### src/rtl/writeback_arbiter.sv
// ---------------------------------------------------------------------------
// writeback_arbiter
//
// Purpose
//   Shares the register file's single write port between N_REQ writeback
//   sources (slot 0 = ALU, slot 1 = load unit, ...). Requests are granted
//   round-robin, one per cycle. The winner is registered into the write port
//   with one cycle of latency. A scoreboard of destination registers with
//   writes still outstanding lets decode stall on RAW hazards.
//
// Parameters
//   N_REQ  number of writeback requesters (2..8)
//   XLEN   data width
//
// Ports
//   clock, reset        rising-edge clock, synchronous active-high reset
//   req_valid[i]        requester i holds a result
//   req_ready[i]        requester i is granted this cycle (combinational)
//   req_rd              packed dest registers, slot i at [5i+4:5i]
//   req_data            packed results, slot i at [XLEN*i+XLEN-1:XLEN*i]
//   wb_rd/wb_data       registered register-file write address/data
//   wb_reg_write        registered register-file write enable
//   issue_valid/rd      decode marks issue_rd as having a write in flight
//   rs1, rs2            decode source operands to check
//   rs1_busy/rs2_busy   source has an outstanding write
//   pending             scoreboard vector, bit k = x_k pending
// ---------------------------------------------------------------------------
module writeback_arbiter #(
  parameter int N_REQ = 2,
  parameter int XLEN  = 32
) (
  input  logic                    clock,
  input  logic                    reset,
  input  logic [N_REQ-1:0]        req_valid,
  output logic [N_REQ-1:0]        req_ready,
  input  logic [5*N_REQ-1:0]      req_rd,
  input  logic [XLEN*N_REQ-1:0]   req_data,
  output logic [4:0]              wb_rd,
  output logic [XLEN-1:0]         wb_data,
  output logic                    wb_reg_write,
  input  logic                    issue_valid,
  input  logic [4:0]              issue_rd,
  input  logic [4:0]              rs1,
  input  logic [4:0]              rs2,
  output logic                    rs1_busy,
  output logic                    rs2_busy,
  output logic [31:0]             pending
);

  localparam int PW = $clog2(N_REQ);

  // Per-slot views of the flat request buses.
  logic [N_REQ-1:0][4:0]      rd_arr;
  logic [N_REQ-1:0][XLEN-1:0] data_arr;

  for (genvar i = 0; i < N_REQ; i++) begin : g_unpack
    assign rd_arr[i]   = req_rd[5*i +: 5];
    assign data_arr[i] = req_data[XLEN*i +: XLEN];
  end

  // -------------------------------------------------------------------------
  // Round-robin selection: walk the slots starting at rr_ptr, wrapping at
  // N_REQ (which need not be a power of two), and take the first valid one.
  // -------------------------------------------------------------------------
  logic [PW-1:0]   rr_ptr;
  logic [PW-1:0]   win;
  logic [PW-1:0]   sel;
  logic [PW:0]     idx;
  logic            win_found;
  logic [N_REQ-1:0] grant;

  always_comb begin
    grant     = '0;
    win       = '0;
    win_found = 1'b0;
    idx       = '0;
    sel       = '0;
    for (int k = 0; k < N_REQ; k++) begin
      idx = {1'b0, rr_ptr} + (PW+1)'(k);
      if (idx >= (PW+1)'(N_REQ)) idx = idx - (PW+1)'(N_REQ);
      sel = idx[PW-1:0];
      if (!win_found && req_valid[sel]) begin
        win_found  = 1'b1;
        win        = sel;
        grant[sel] = 1'b1;
      end
    end
  end

  // No grants are offered while reset is held, so nothing is lost upstream.
  assign req_ready = reset ? '0 : grant;

  logic [4:0]      win_rd;
  logic [XLEN-1:0] win_data;
  logic [PW-1:0]   ptr_nxt;

  assign win_rd   = rd_arr[win];
  assign win_data = data_arr[win];
  assign ptr_nxt  = (win == PW'(N_REQ-1)) ? '0 : win + PW'(1);

  // -------------------------------------------------------------------------
  // Scoreboard next state. Clear for the retiring write is applied first so a
  // same-cycle issue of the same rd leaves it pending: the newer writer is
  // still outstanding. x0 is never tracked.
  // -------------------------------------------------------------------------
  logic [31:0] pend_nxt;

  always_comb begin
    pend_nxt = pending;
    if (win_found) pend_nxt[win_rd] = 1'b0;
    if (issue_valid && issue_rd != 5'd0) pend_nxt[issue_rd] = 1'b1;
    pend_nxt[0] = 1'b0;
  end

  // -------------------------------------------------------------------------
  // Output register, pointer and scoreboard state.
  // -------------------------------------------------------------------------
  always_ff @(posedge clock) begin
    if (reset) begin
      wb_rd        <= '0;
      wb_data      <= '0;
      wb_reg_write <= 1'b0;
      pending      <= '0;
      rr_ptr       <= '0;
    end else begin
      pending <= pend_nxt;
      if (win_found) begin
        wb_rd        <= win_rd;
        wb_data      <= win_data;
        // A write to x0 still consumes the grant but never strobes the file.
        wb_reg_write <= (win_rd != 5'd0);
        rr_ptr       <= ptr_nxt;
      end else begin
        wb_reg_write <= 1'b0;
      end
    end
  end

  // The file writes mid-cycle, so a bit cleared at this edge is safe to read
  // as not-busy in the following cycle.
  assign rs1_busy = (rs1 != 5'd0) && pending[rs1];
  assign rs2_busy = (rs2 != 5'd0) && pending[rs2];

endmodule
### config.mk
export PLATFORM = sky130hd
export DESIGN_NAME = writeback_arbiter
export DESIGN_NICKNAME = d
export VERILOG_FILES = /design/src/rtl/writeback_arbiter.sv
export SDC_FILE = /design/constraint.sdc
export NUM_CORES = 1
export LEC_CHECK = 0
export ABC_AREA = 1
export CELL_PAD_IN_SITES_DETAIL_PLACEMENT = 1
export CELL_PAD_IN_SITES_GLOBAL_PLACEMENT = 2
export CORE_ASPECT_RATIO = 1.4
export CORE_UTILIZATION = 19
export DETAILED_ROUTE_END_ITERATION = 8
export GPL_TIMING_DRIVEN = 0
export PLACE_DENSITY_LB_ADDON = 0.1
export SYNTH_ARGS = -nofsm -noshare
export SYNTH_HDL_FRONTEND = slang
export SYNTH_SLANG_ARGS = --single-unit
### constraint.sdc
create_clock -name clock -period 1.45 [get_ports clock]
set_clock_uncertainty 0.1 [all_clocks]
set_input_delay 0.29 -clock clock [delete_from_list [all_inputs] [get_ports clock]]
set_output_delay 0.29 -clock clock [all_outputs]
set_load 0.01 [all_outputs]
# After elaboration in Yosys (flattened, before gate mapping)
# Cells that the tools add are included.
# Widths: inputs -> output; s select.
[totals]
word_cells = 74
input_bits = 94
out_inout_bits = 74
register_bits = 71
[op_classes]
muxes = 32
bitwise_logic = 5
n_lt_le_gt_ge = 13
addsub = 4
n_reduce_logical = 14
[ops]
columns = ["operator", "n"]
rows = [
  ["$mux 32", 4],
  ["$and 32x32->32", 1],
  ["$not 32->32", 1],
  ["$or 32x32->32", 1],
  ["$lt 5x6->1 const B", 4],
  ["$reduce_bool 5->1", 4],
  ["$mux 1", 17],
  ["$bmux 1 s5", 2],
  ["$demux 1 s5", 2],
  ["$ge 5x1->1 const B", 2],
  ["$mux 5", 2],
  ["$logic_and 1x1->1", 8],
  ["$lt 1x2->1 const B", 3],
  ["$mux 2", 3],
  ["$add 1x1->2 const B", 1],
  ["$demux 1 s1", 2],
  ["$ge 1x1->1 const B", 2],
  ["$ge 1x2->1 const B", 1],
  ["$ge 2x2->1 const B", 1],
  ["$or 2x2->2", 1],
  ["$reduce_or 2->1", 1],
  ["$sub 1x1->1 const B", 2],
  ["$add 1x1->1 const B", 1],
  ["$logic_not 1->1", 1],
  ["$not 1->1", 1],
]

# Longest topological paths before layout
# Gate-level depths: netlist of run 1.
[depth]
ltp_word = 19
mapped_depth = 11
mapped_depth_nobuf = 11

# Worst setup path before layout of run 1
# No wires, ideal clock.
[synth_timing]
path_type = "input to output"
start = "input reset"
end = "output req_ready[0]"
arrival_time_ps = 1128
path_stages = 5
setup_slack_ps = -68
t_required_ps = 1060
n_path_buf = 2
cell_sequence = "clkbuf_1 > inv_1 > clkbuf_1 > nand2_1 > nor2_1"
[synth_via]
elab_chain_cells = 1
[synth_rtl]
columns = ["item", "line_no", "source"]
rows = [
  ["start: declaration", "33", "input logic reset,"],
  ["$mux 2", "91", "assign req_ready = reset ? '0 : grant;"],
  ["end: declaration", "35", "output logic [N_REQ-1:0] req_ready,"],
]
# No other way between the ends.

# Worst setup path in the final report of run 1
[layout_timing]
start = "input rs2[0]"
end = "output rs2_busy"
[layout_via]
elab_chain_cells = 3
elab_cells_between_ends = 4
cone_classes = "2 x mux; 2 x reduce/logical"
[layout_rtl]
columns = ["item", "line_no", "source"]
rows = [
  ["start: declaration", "44", "input logic [4:0] rs2,"],
  ["$bmux 1 s5", "142", "assign rs2_busy = (rs2 != 5'd0) && pending[rs2];"],
  ["$mux 1 (implied by the code)", "142", ""],
  ["$logic_and 1x1->1 *", "142", ""],
  ["end: declaration", "46", "output logic rs2_busy,"],
]
# Mark *: on every way between the ends. The rest lies on a longest branch, timed or not. The select of a mux whose other input is x is not followed.

==> results_dict.tcl, run 1 <==
set metrics [dict create \
    final-hold-violation-count 0 \
    seq_area_frac_synth_pct 36.34 \
    fin_crit_ns 1.881 \
    io-pin-count 168 \
    drtIter0Drc 106 \
    antenna-diode-count 0 \
    ctsRootBufferMaster "clkbuf_16" \
    cp-start-kind "input pin" \
    hold_path_class "input pin to flop" \
    grt_pass1_vias 5524 \
    min_from "reset" \
    avgSynthCellArea_um2 6.395 \
    layout_setup_ws_ns -0.4306 \
    syn_inst 603 \
    drive_above_1_share_pct 38.54 \
    synth-edff-count 0 \
    dominantRegCellSynth "dfxtp_1" \
    r2r-start "rr_ptr$_SDFFE_PP0N_" \
    grt_max_degree 14 \
    cpMaxStageDelayCell "clkbuf_8" \
    antenna_found_initial 0 \
    reg2regPathDepth 11 \
    max-cap-violations 0 \
    grt_pass1_wl_um 30350 \
    num_vias 5054 \
    ys_top_cells_by_area "dfxtp_1 (36%), nand2_1 (20%), nand3_1 (7.0%)" \
    numPortBuffers 164 \
    reg2reg_slack_ns -0.29 \
    worst_pin_slew_ns 0.7838 \
    drtPass1Iterations 4 \
    crit_path_cell_trace "buf_2 > clkbuf_8 > nand2_1 > o21ai_1 > nand2_1 > nand3_1 > nand3_2 > nand2_2 > nand2_2 > nand2_1 > buf_6" \
    nNetsFinal 927 \
    overflow 0 \
    ys_top_cells_by_count "nand2_1 (206), dfxtp_1 (70), nand3_1 (54)" \
    ant_nets 0 \
    max_slew_margin_pct 47.74 \
    syn-cell-area_mm2 0.003856 \
    pwr-share-seq_pct 32.9 \
    start_util_pct 19.43 \
    wl_um 20010 \
    regToRegEndpoint "pending[24]$_SDFF_PP0_" \
    rows 61 \
    hold_buffers 0 \
    slowest_delay_ns 0.22 \
    track_usage_pct 19.44 \
    total_power_mw 6.547 \
    switching_share_pct 31.76 \
    finalMaxSlewViolations 0 \
    wl_per_cell_um 18.36 \
    required_ns 1.06 \
    crit_start "rs2[0]" \
    synth_top_area_share_pct 36.34 \
    peakVddDrop_v 0.0004939 \
    cts_tree "built" \
    criticalPathCategory "input pin to primary output" \
    share_comb_of_total_power_pct 30.9 \
    syn_to_final_growth_pct 100.4 \
    violations "setup timing" \
    routabilityCongestion 0.8710 \
    async_flop_share_pct 0 \
    yosys_warnings 0 \
    cpMostUsedCell "nand2_1" \
    finalCritPeriodShare_pct 129.7 \
    path_clk_slew_ns 0.06 \
    arrival_ns 1.49 \
    hold_slack_ns 0.1482 \
    endpoint_kind "primary output" \
    hpwl_um 14840 \
    synth.most_common_cell "nand2_1" \
    fillCellCount 2403 \
    ys_ff_latch 70 \
    p_leak_nw 3.345 \
    clk_latency_ns 0.33 \
    die_h_um 170.6 \
    path_max_fanout 10 \
    cts.sinks 70 \
    clockBufferDepth 2 \
    power.density_mw_per_mm2 847.3 \
    die_x_um 122.4 \
    clkPwrFrac_pct 36.2 \
    via_per_inst 4.637 \
    ys_types 26 \
    p_sw_mw 2.080 \
    fmax_ghz 0.5317 \
    htreeDepth 3 \
    rsz0062_at_grt "yes" \
    core_mm2 0.01984 \
    yosysTopAreaCell "dfxtp_1" \
    endpoint "rs2_busy" \
    synthesis.nets 697 \
    dieArea_mm2 0.02088 \
    post-route-drc-count 0 \
    intPower_mw 4.468 \
    status "finished, violations left" \
    cts_buffers 9 \
    setup_violations 71 \
]
-- final cells by class --
class                      count  area [um2]  area share [%]
clock inverter                 5       63.81          0.8258
buffer                        32       317.8           4.113
sequential                    70        1440           18.64
clock buffer                  11       252.7           3.271
timing repair buffer         220        2158           27.93
multi-input combinational    455        2994           38.75
inverter                      45       185.2           2.396
tap                          252       315.3           4.080
-- sequential cells by signal, summed over array words and instances, names as in the netlist --
| name | flops |
|---|---|
| wb_data | 32 |
| pending | 31 |
| wb_rd | 5 |
| rr_ptr | 1 |
| wb_reg_write | 1 |
-- worst max-delay path: cells and delay by family --
kind / cells / cell delay (ns)
AND/OR/NAND/NOR: 7 / 0.58
AO/OA/AOI/OAI: 1 / 0.08
buffers and inverters: 3 / 0.53
-- worst min-delay path by stage --
stage	endpoint	slack, ns	cells past startpoint
floorplan	wb_data[0]$_SDFFE_PP0N_	0.35	2
global placement	wb_rd[1]$_SDFFE_PP0N_	0.37	2
detailed placement	wb_rd[1]$_SDFFE_PP0N_	0.38	2
CTS	pending[18]$_SDFF_PP0_	0.15	2
global route	pending[15]$_SDFF_PP0_	0.15	2
finish	pending[15]$_SDFF_PP0_	0.15	2
-- logic make-up (layout without fill, tap and decap cells) --
kind of cell,count (synthesis),count (layout),synth area share (%)
other,1,1,0.09725
buffers and inverters,79,313,8.468
and+or+nand+nor,313,314,35.14
AOI/OAI and AO/OA,140,140,19.95
DFF,70,70,36.34
-- metal layers --
layer	GRT usage (%)	up-vias	share of wire [%]
met5	0	-	0
met2	38.28	141	56
met3	4.533	35	5.0
met1	18.84	2404	36
met4	7.953	0	3.1
li1	-	2474	-
-- power groups by stage --
stage          registers, mW  clock network (mW)  logic (mW)
6_report                2.15                2.37        2.02
5_1_grt                 2.17                2.53        2.17
4_1_cts                 2.14                2.44        1.87
3_5_place_dp            2.17                   0        1.42
3_3_place_gp            2.17                   0        1.41
2_1_floorplan           2.22                   0       0.574
-- cells in the final DEF (no fill, tap or decap), types with 9 or more instances in the layout --
cell type and count:
a21oi_1 21, a21oi_2 24, a31oi_1 28, buf_12 10, buf_4 32, buf_6 19, clkbuf_16 10, clkdlybuf4s50_1 84
dfxtp_1 41, dfxtp_2 28, dlygate4sd2_1 58, inv_1 34, nand2_1 144, nand2_2 37, nand2_4 33, nand3_1 45
nor2_1 11, nor2_4 15, o211ai_1 9, o21ai_2 29
-- stage by stage --
step	worst slack, ns	area (um2)	cells	TNS [ns]	utilization, %
final	-0.4306	7727	1090	-13.34	38.94
after global routing	-0.5480	7727	1090	-18.55	38.94
after CTS	-0.4551	7252	1082	-9.417	36.54
after detailed placement	-1.542	5819	1019	-49.91	29.33
after global placement	-1.520	5819	1019	-47.36	29.33
after floorplan	0.01300	3862	603	0	-
-- timing repair --
item                                    4_1_cts  5_1_grt
gates cloned                                  7        0
pin swaps                                    53       65
endpoints found under the setup margin      140       85
setup buffers                                43       12
resized for setup                           333      148
Note: power is estimated with default switching activity, not from simulation.
==> run 2, diff against run 1 <==
CORE_MARGIN = 1   (was default)
==> results of run 2 <==
No change in the layout: final DEF, timing and power equal those of run 1.
==> run 3, diff against run 2 <==
PLACE_DENSITY = 0.8   (was default)
PLACE_DENSITY_LB_ADDON = default   (was 0.1)
==> run 3 against run 2 <==
  * The flow still finishes with violations (setup timing)
  * Register-to-register slack better by 0.02 ns
  * Non-clock buffer count up 2
  * First-iteration DRC count up 11%
  * Critical path type unchanged
==> results_dict.tcl, run 3 (synthesized netlist as in run 1, its figures left out) <==
set metrics [dict create \
    htreeDepth 3 \
    max_slew_margin_pct 44.31 \
    fmax_ghz 0.5420 \
    die_h_um 170.6 \
    final-hold-violation-count 0 \
    ctsRootBufferMaster "clkbuf_16" \
    routabilityCongestion 0.8306 \
    final_cells 1092 \
    finalCritPeriodShare_pct 127.2 \
    hold_path_class "input pin to flop" \
    die_x_um 122.4 \
    start_util_pct 19.43 \
    core_mm2 0.01984 \
    largest_register_ff_count 32 \
    max-cap-violations 0 \
    finalMaxSlewViolations 0 \
    top_register "wb_data" \
    antenna-diode-count 0 \
    syn_to_final_growth_pct 98.25 \
    grt_pass1_wl_um 29110 \
    layout_setup_ws_ns -0.3949 \
    via_per_inst 4.592 \
    drtIter0Drc 118 \
    arrival_ns 1.45 \
    io-pin-count 168 \
    ant_nets 0 \
    postPlaceCellArea_mm2 0.005819 \
    grt_pass1_vias 5337 \
    fin_crit_ns 1.845 \
    total_power_mw 6.470 \
    wl_per_cell_um 17.42 \
    nNetsFinal 929 \
    drive_above_1_share_pct 36.67 \
    numPortBuffers 164 \
    cts.sinks 70 \
    track_usage_pct 18.35 \
    rows 61 \
    antenna_found_initial 0 \
    endpoint_kind "primary output" \
    required_ns 1.06 \
    power.density_mw_per_mm2 846.4 \
    overflow 0 \
    rsz0062_at_grt "yes" \
    cp-start-kind "input pin" \
    dp.cells 1019 \
    status "finished, violations left" \
    top_regs "wb_data: 32 flops, pending: 31 flops, wb_rd: 5 flops" \
    violations "setup timing" \
    cts_buffers 9 \
    p_leak_nw 3.292 \
    cts_tree "built" \
    clockBufferDepth 2 \
    wl_um 19030 \
    drtPass1Iterations 4 \
    post-route-drc-count 0 \
    criticalPathCategory "input pin to primary output" \
    postLayoutCellArea_mm2 0.007645 \
    path_max_fanout 4 \
    final_common_cell "nand2_1" \
    setup_violations 73 \
    path_clk_slew_ns 0.06 \
    peakVddDrop_v 0.0004638 \
    fillCellCount 2423 \
    dieArea_mm2 0.02088 \
    grt_max_degree 13 \
    clk_latency_ns 0.34 \
    layout_common_cells "nand2_1 (153), clkdlybuf4s50_1 (83), dlygate4sd2_1 (63)" \
    num_vias 5014 \
    hpwl_um 13720 \
    worst_pin_slew_ns 0.8354 \
]
==> run 3: changes by cell type in the layout (fill, tap and decap cells not counted), sizes merged, moves of 2 or more <==
cell / before / now
dlygate4sd2: 58 / 63
buf: 79 / 74
clkbuf: 34 / 37
inv: 47 / 45
==> run 3: critical path, stage by stage <==
cell             delay (ns)
clkdlybuf4s50_1        0.51
nor2_1                 0.19
nand2_1                0.08
nand2_1                0.08
inv_1                  0.04
nand2_1                0.05
nand2_1                0.04
nand2_1                0.04
buf_2                  0.12
==> run 3: per-layer routing <==
layer | track usage (%) | part of all wire (%)
met5 | 0 | 0
met4 | 6.363 | 1.9
met3 | 4.400 | 6.0
met2 | 35.93 | 56
met1 | 18.30 | 36
==> run 3: worst paths after layout <==
kind | from | to | slack (ns) | cells past startpoint
max | rs2[3] | rs2_busy | -0.39 | 9
min | reset | pending[15]$_SDFF_PP0_ | 0.11 | 2
max reg2reg | rr_ptr$_SDFFE_PP0N_ | pending[4]$_SDFF_PP0_ | -0.27 | 11
min reg2reg | wb_rd[0]$_SDFFE_PP0N_ | wb_rd[0]$_SDFFE_PP0N_ | 0.37 | 2
==> run 3: final cells by class <==
class	instances	area [um2]	share of cell area, %
multi-input cells	455	2856	37.36
repair buffers	223	2210	28.90
flip-flops and latches	70	1439	18.82
plain buffers	31	331.6	4.337
well taps	252	315.3	4.124
clock buffers	12	256.5	3.355
inverters	45	182.7	2.390
clock inverters	4	53.80	0.7038
==> run 3: per-stage QoR <==
| stage | setup slack (ns) | utilization, % | hold WS [ns] | TNS [ns] |
|---|---|---|---|---|
| after floorplan | 0.01300 | - | 0.3524 | 0 |
| after global placement | -1.311 | 29.33 | 0.3639 | -47.66 |
| after detailed placement | -1.287 | 29.33 | 0.3627 | -49.07 |
| after CTS | -0.3823 | 36.96 | 0.1053 | -14.26 |
| after global routing | -0.5358 | 38.52 | 0.09858 | -19.04 |
| final | -0.3949 | 38.52 | 0.1102 | -14.27 |
==> run 3: power by group <==
part / internal, mW / switching, mW / total, mW
sequential: 2.05 / 0.0998 / 2.15
combinational: 0.996 / 1.01 / 2.01
clock: 1.43 / 0.879 / 2.31
==> run 3: repair_timing <==
item                                    4_1_cts  5_1_grt
hold buffers                                  0        0
buffers inserted                             36       19
endpoints found under the setup margin      140       84
gates resized for setup                     335       95
hold endpoints to repair                      0        0
cloned                                        9        1
pin swaps                                    65       81
